**src/rtl/mult_seq_pkg.sv**
```systemverilog
// Package: mult_seq_pkg
// Shared definitions for the multiplier batch sequencer.
//  - state_t       : sequencer FSM states (IDLE, ISSUE, DRAIN, FIN)
//  - DEF_*         : default parameter values for the sequencer
//  - out_cnt_w()   : width needed by the outstanding-work counter
//  - OUT_CNT_W     : that width at the default latencies
package mult_seq_pkg;

    typedef enum logic [1:0] {
        IDLE  = 2'd0,
        ISSUE = 2'd1,
        DRAIN = 2'd2,
        FIN   = 2'd3
    } state_t;

    localparam int DEF_ADDR_W  = 4;
    localparam int DEF_DATA_W  = 16;
    localparam int DEF_PROD_W  = 32;
    localparam int DEF_RD_LAT  = 1;
    localparam int DEF_MUL_LAT = 2;

    // The counter peaks at RD_LAT+1+MUL_LAT pairs in flight, so it must be
    // able to hold that value (hence +2 inside the clog2).
    function automatic int out_cnt_w(input int rd_lat, input int mul_lat);
        return $clog2(rd_lat + mul_lat + 2);
    endfunction

    localparam int OUT_CNT_W = out_cnt_w(DEF_RD_LAT, DEF_MUL_LAT);

endpackage

```
**src/rtl/mult_batch_sequencer_delay.sv**
```systemverilog
// Module: valid_delay_line
// One-bit shift register used to delay valid strobes by a fixed number of
// cycles. Synchronous active-low reset clears every stage. DEPTH=0 makes it a
// plain wire.
// Ports:
//  clka   in  clock
//  rst_n  in  synchronous reset, active-low
//  din    in  valid in
//  dout   out valid delayed by DEPTH cycles
module valid_delay_line #(
    parameter int DEPTH = 1
) (
    input  logic clka,
    input  logic rst_n,
    input  logic din,
    output logic dout
);

    generate
        if (DEPTH == 0) begin : g_wire
            // Clock and reset have no job in the zero-depth case.
            logic unused_ok;
            assign unused_ok = clka ^ rst_n;
            assign dout      = din;
        end else begin : g_pipe
            logic stage_reg [DEPTH];

            for (genvar gi = 0; gi < DEPTH; gi++) begin : g_stage
                if (gi == 0) begin : g_first
                    always_ff @(posedge clka) begin
                        if (!rst_n) begin
                            stage_reg[gi] <= 1'b0;
                        end else begin
                            stage_reg[gi] <= din;
                        end
                    end
                end else begin : g_next
                    always_ff @(posedge clka) begin
                        if (!rst_n) begin
                            stage_reg[gi] <= 1'b0;
                        end else begin
                            stage_reg[gi] <= stage_reg[gi-1];
                        end
                    end
                end
            end

            assign dout = stage_reg[DEPTH-1];
        end
    endgenerate

endmodule

```
**src/rtl/mult_batch_sequencer.sv**
```systemverilog
// Module: mult_batch_sequencer
// Streams packed operand pairs {b,a} out of the operand BRAM into a fixed-
// latency signed multiplier and writes each product into the result BRAM at
// the same index. busy covers the whole batch; done pulses one cycle after the
// last result write; err pulses when a start carries an illegal pair count.
// Ports:
//  clka, rst_n         clock, synchronous active-low reset
//  start, pause        batch request (IDLE only) / issue hold (level)
//  num_ops             pairs in the batch, 1..2**ADDR_W, sampled on start
//  busy, done, err     status
//  rd_en, rd_addr      operand BRAM read port; rd_data returns RD_LAT later
//  op_a, op_b,op_valid multiplier operands and their strobe
//  prod                multiplier product, valid MUL_LAT cycles after op_valid
//  wr_en, wr_addr,     result BRAM write port; wr_data is prod unmodified
//  wr_data
module mult_batch_sequencer
    import mult_seq_pkg::*;
#(
    parameter int ADDR_W  = DEF_ADDR_W,
    parameter int DATA_W  = DEF_DATA_W,
    parameter int PROD_W  = DEF_PROD_W,
    parameter int RD_LAT  = DEF_RD_LAT,
    parameter int MUL_LAT = DEF_MUL_LAT
) (
    input  logic                clka,
    input  logic                rst_n,
    input  logic                start,
    input  logic                pause,
    input  logic [ADDR_W:0]     num_ops,
    output logic                busy,
    output logic                done,
    output logic                err,
    output logic                rd_en,
    output logic [ADDR_W-1:0]   rd_addr,
    input  logic [2*DATA_W-1:0] rd_data,
    output logic [DATA_W-1:0]   op_a,
    output logic [DATA_W-1:0]   op_b,
    output logic                op_valid,
    input  logic [PROD_W-1:0]   prod,
    output logic                wr_en,
    output logic [ADDR_W-1:0]   wr_addr,
    output logic [PROD_W-1:0]   wr_data
);

    localparam int OW = out_cnt_w(RD_LAT, MUL_LAT);
    localparam logic [ADDR_W:0] MAX_OPS = {1'b1, {ADDR_W{1'b0}}};

    state_t          state_reg;
    logic [ADDR_W:0] count_reg;
    logic [ADDR_W:0] issued_reg;
    logic [OW-1:0]   outstanding_reg;
    logic [OW-1:0]   outstanding_next;
    logic            rd_vld;
    logic            num_ops_ok;

    assign num_ops_ok = (num_ops != '0) && (num_ops <= MAX_OPS);

    // Outstanding pairs: read issued but result not yet written.
    always_comb begin
        outstanding_next = outstanding_reg;
        if (rd_en && !wr_en) begin
            outstanding_next = outstanding_reg + OW'(1);
        end else if (!rd_en && wr_en) begin
            outstanding_next = outstanding_reg - OW'(1);
        end
    end

    // Read-return pipe: rd_vld marks the cycle rd_data carries a requested pair.
    valid_delay_line #(
        .DEPTH (RD_LAT)
    ) u_rd_pipe (
        .clka  (clka),
        .rst_n (rst_n),
        .din   (rd_en),
        .dout  (rd_vld)
    );

    // Operand capture register; operands hold between valids.
    always_ff @(posedge clka) begin
        if (!rst_n) begin
            op_a     <= '0;
            op_b     <= '0;
            op_valid <= 1'b0;
        end else begin
            op_valid <= rd_vld;
            if (rd_vld) begin
                op_a <= rd_data[DATA_W-1:0];
                op_b <= rd_data[2*DATA_W-1:DATA_W];
            end
        end
    end

    // Write pipe: the multiplier never stalls, so a fixed delay of op_valid
    // lines up with prod exactly.
    valid_delay_line #(
        .DEPTH (MUL_LAT)
    ) u_wr_pipe (
        .clka  (clka),
        .rst_n (rst_n),
        .din   (op_valid),
        .dout  (wr_en)
    );

    assign wr_data = prod;

    // Sequencer FSM with registered outputs.
    always_ff @(posedge clka) begin
        if (!rst_n) begin
            state_reg       <= IDLE;
            count_reg       <= '0;
            issued_reg      <= '0;
            outstanding_reg <= '0;
            busy            <= 1'b0;
            done            <= 1'b0;
            err             <= 1'b0;
            rd_en           <= 1'b0;
            rd_addr         <= '0;
            wr_addr         <= '0;
        end else begin
            done            <= 1'b0;
            err             <= 1'b0;
            rd_en           <= 1'b0;
            outstanding_reg <= outstanding_next;

            // Addresses advance after the cycle that used them.
            if (rd_en) begin
                rd_addr <= rd_addr + 1'b1;
            end
            if (wr_en) begin
                wr_addr <= wr_addr + 1'b1;
            end

            case (state_reg)
                IDLE: begin
                    if (start) begin
                        if (num_ops_ok) begin
                            count_reg  <= num_ops;
                            issued_reg <= '0;
                            rd_addr    <= '0;
                            wr_addr    <= '0;
                            busy       <= 1'b1;
                            state_reg  <= ISSUE;
                        end else begin
                            err <= 1'b1;
                        end
                    end
                end
                ISSUE: begin
                    if (!pause) begin
                        rd_en      <= 1'b1;
                        issued_reg <= issued_reg + 1'b1;
                        // The last read is still on the bus during the
                        // first DRAIN cycle; the counter catches it there.
                        if (issued_reg + 1'b1 == count_reg) begin
                            state_reg <= DRAIN;
                        end
                    end
                end
                DRAIN: begin
                    // Looking at the next value lets done follow the final
                    // write by exactly one cycle.
                    if (outstanding_next == '0) begin
                        busy      <= 1'b0;
                        done      <= 1'b1;
                        state_reg <= FIN;
                    end
                end
                FIN: begin
                    state_reg <= IDLE;
                end
                default: begin
                    state_reg <= IDLE;
                end
            endcase
        end
    end

endmodule
```
**config.mk**
```make
export PLATFORM = sky130hd
export DESIGN_NAME = mult_batch_sequencer
export DESIGN_NICKNAME = d
export VERILOG_FILES = /design/src/rtl/mult_seq_pkg.sv /design/src/rtl/mult_batch_sequencer_delay.sv /design/src/rtl/mult_batch_sequencer.sv
export SDC_FILE = /design/constraint.sdc
export NUM_CORES = 1
export LEC_CHECK = 0
export ABC_AREA = 0
export CORE_MARGIN = 2
export CORE_UTILIZATION = 35
export DETAILED_ROUTE_END_ITERATION = 8
export GPL_TIMING_DRIVEN = 0
export PLACE_DENSITY = 0.78
export SYNTH_ARGS = -nofsm -noshare
export SYNTH_HDL_FRONTEND = slang
export SYNTH_SLANG_ARGS = --single-unit
```
**constraint.sdc**
```tcl
create_clock -name clka -period 2.4 [get_ports clka]
set_clock_uncertainty 0.1 [all_clocks]
set_input_delay 0.48 -clock clka [delete_from_list [all_inputs] [get_ports clka]]
set_output_delay 0.48 -clock clka [all_outputs]
set_load 0.02 [all_outputs]
```
==> metrics.md <==
| Metric | Value |
|---|---|
| Final GP Congestion | `0.861` |
| Slew Limit Fails | `0` |
| Post-route DRC | `0` |
| CTS tree | `yes` |
| Post-CTS Hold Buffers | `0` |
| Crit Path Class | `in2reg` |
| Synth Area in Compound Gates | `0.0642` |
| Hold Crit Start | `u_wr_pipe.g_pipe.stage_reg[0]` |
| Total gr overflow | `0` |
| Yosys top cell area share | `0.432` |
| Fin crit share | `0.962` |
| Starting Density | `0.358` |
| Number of buffers created by CTS | `9` |
| Most common cell in the netlist | `dfxtp_1` |
| Final-report setup violation count | `0` |
| Post-CTS Resized | `0` |
| Vias in the first global route | `2469` |
| Reg2Reg Depth | `7` |
| Worst reg-to-reg setup slack | `280 ps` |
| Crit. End Element | `flop` |
| Core area | `8180 um2` |
| First-pass GRT wire length | `10.8 mm` |
| Std cell rows | `33` |
| CTS max path bufs | `2` |
| Fraction of the mapped netlist area in adder cells | `0.0342` |
| Total number of vias | `2499` |
| Largest regs | `op_a (16), op_b (16)` |
| Crit-path cells | `clkdlybuf4s50_1 -> nor4_4 -> mux2_2 -> a21oi_2 -> a21oi_1 -> a211oi_1` |
| Router iterations before antenna repair | `4` |
| DIE AREA | `9100 um2` |
| Placed cell areas | `4240 um2` |
| Drt initial violations | `68` |
| Overall routed net length | `6.91 mm` |
| Die Wd | `95.4 um` |
| All-Layer GR Usage | `0.153` |
| Worst r2r src | `outstanding_reg[0]` |
| Commonest cells in the synthesized netlist | `63 x dfxtp_1, 46 x nor2_1, 43 x mux2i_1, 32 x buf_4, 14 x nand2_1` |
| Actual slew at the worst max-slew pin | `685 ps` |
| Proportion of layout cells with a drive suffix above 1 | `0.143` |
| WHS Path Cells | `1` |
| Final antenna-violating net count | `0` |
| Peak VDD IR | `342 uV` |
| Clock-pin slew on the worst setup and hold paths | `70 ps` |
| WL/cell | `12.7 um` |
| Post-synthesis cell type count | `41` |
| Vias per cell | `4.59` |
| Mapped Cells | `307` |
| Number of synthesized flops with an enable pin | `0` |
| RR Endpoint | `state_reg[0]` |
| Net Count, Synth | `388` |
| Register bit count reported by yosys | `63` |
| PortBufs | `118` |
| Synth area leaders | `dfxtp_1 43%, mux2i_1 15%, buf_4 8.2%, nor2_1 5.9%, ha_1 3.4%` |
| Startpoint types | `input pin` |
| Sequential fraction of the synthesis area | `0.432` |
| Relative slew slack | `0.544` |
| Worst-Skew Late Latency | `330 ps` |
| PD cells | `595 nW/um2` |
| Yosys warns | `0` |
| Hold crit path type | `reg2reg` |
| CP peak stage delay | `460 ps` |
| CTS H-Tree Depth | `3` |
| Mux contribution to synthesized area | `0.151` |
| Fin nets | `517` |
| Outcome | `complete, no violations` |
| Mapped Area | `2920 um2` |
| Overall Power | `2.62 mW` |
| Xor/xnor share of the synthesized area | `0.0390` |
| Most used DFF post-synth | `dfxtp_1` |
| Largest family of logic cells by synthesized area | `simple AND/OR/NAND/NOR gates` |
| Slowest CP cell | `clkdlybuf4s50_1` |
| WP data required | `2540 ps` |
| Critical path origin | `num_ops[0]` |
| Post-synthesis area per instance | `9.52 um2` |
| Fmax | `433 MHz` |
| Post-CTS setup buffer count | `0` |
| CP max FO | `8` |
| Cell area after layout | `4400 um2` |
| Critical Path AT | `2450 ps` |
| Leak | `1.66 nW` |
| Simple-Gate Fraction of Synth Area | `0.160` |
| Crit path time final | `2310 ps` |
| Die Ht | `95.4 um` |
| Largest net degree at the start of global routing | `11` |
| Ys async rst share | `0` |
| Fill count | `769` |
| Diode count | `0` |
| CTS sink cnt | `63` |
| Unrepaired setup endpoints after global routing | `false` |
| Ports | `151` |
| WHS Endpoint | `u_wr_pipe.g_pipe.stage_reg[1]` |
| Cell taking the most area after synthesis | `dfxtp_1` |
| Max-cap violations | `0` |
| Antenna violations before repair | `0` |
| Area Overhead vs Synth | `50.5%` |
| Hold Fails Final Rpt | `0` |
| Clk root buf | `clkbuf_8` |
| Post-DP HPWL | `5.31 mm` |
-- through the flow --
stage                     setup TNS [ps]  hold slack [ps]   util  worst slack [ps]  std cells
after detailed placement           -2950              336  0.518              -239        530
after floorplan                        0              312      -               460        307
after global placement             -2140              318  0.518              -220        530
after CTS                              0              355  0.538               113        545
final                                  0              347  0.538              91.8        545
after global routing                   0              357  0.538              34.8        545
-- metal layers --
metal / part of all wire / global-route usage / up-vias / wire length, um
li1: - / - / 1251 / -
met1: 0.41 / 0.170 / 1134 / 2860
met2: 0.48 / 0.260 / 110 / 3310
met3: 0.10 / 0.0751 / 4 / 700
met4: 0.0067 / 0.0429 / 0 / 46
met5: 0 / 0 / - / 0
-- cell type report --
cell class	count	area, um2	area share
clock buffers	11	141	0.0321
multi-input cells	188	1310	0.298
inverters	9	33.8	0.00768
flip-flops and latches	63	1260	0.287
well taps	105	131	0.0299
clock inverters	4	22.5	0.00512
repair buffers	118	1180	0.268
plain buffers	47	317	0.0720
-- logic make-up (layout without fill, tap and decap cells) --
family                   Yosys count  after routing
flip-flops                        63             63
buffers and inverters             56            189
AND/OR/NAND/NOR                   97             97
multiplexers                      44             44
adder cells (fa/ha/maj)            8              8
AO/OA/AOI/OAI                     26             26
XOR/XNOR                          13             13
-- how the worst max path moves through the flow --
| stage | end | slack, ps | cells after the start |
|---|---|---|---|
| floorplan | issued_reg[2] | 460 | 5 |
| global placement | issued_reg[2] | -220 | 6 |
| detailed placement | issued_reg[2] | -240 | 6 |
| CTS | issued_reg[2] | 110 | 6 |
| global route | issued_reg[2] | 30 | 6 |
| finish | issued_reg[2] | 90 | 6 |
-- power by group --
group | switching (mW) | internal (mW) | total, mW
registers | 0.0470 | 1.11 | 1.15
clock network | 0.389 | 0.392 | 0.780
logic | 0.330 | 0.354 | 0.683
total | 0.765 | 1.85 | 2.62
-- cells in the final DEF, fill, tap and decap left out, types with 2 or more instances in the layout --
cell type	n
a211o_1	2
a211oi_1	3
a21oi_1	5
a31oi_1	2
and2_1	6
buf_2	4
buf_4	32
buf_6	2
clkbuf_1	10
clkbuf_8	10
clkdlybuf4s50_1	118
clkinv_2	3
dfxtp_1	63
ha_1	8
inv_1	9
mux2i_1	43
nand2_1	14
nand2b_1	4
nand3_1	6
nand3b_1	2
nand4_1	4
nor2_1	46
nor2_2	8
nor3_1	2
o211ai_1	2
o21ai_0	2
xnor2_1	5
xor2_1	8
-- critical path, delay by kind of cell --
family	cells	cell delay, ps
muxes	1	430
AOI/OAI and AO/OA	3	690
and+or+nand+nor	1	380
buffers and inverters	1	460
(Power assumes the default switching activity.)
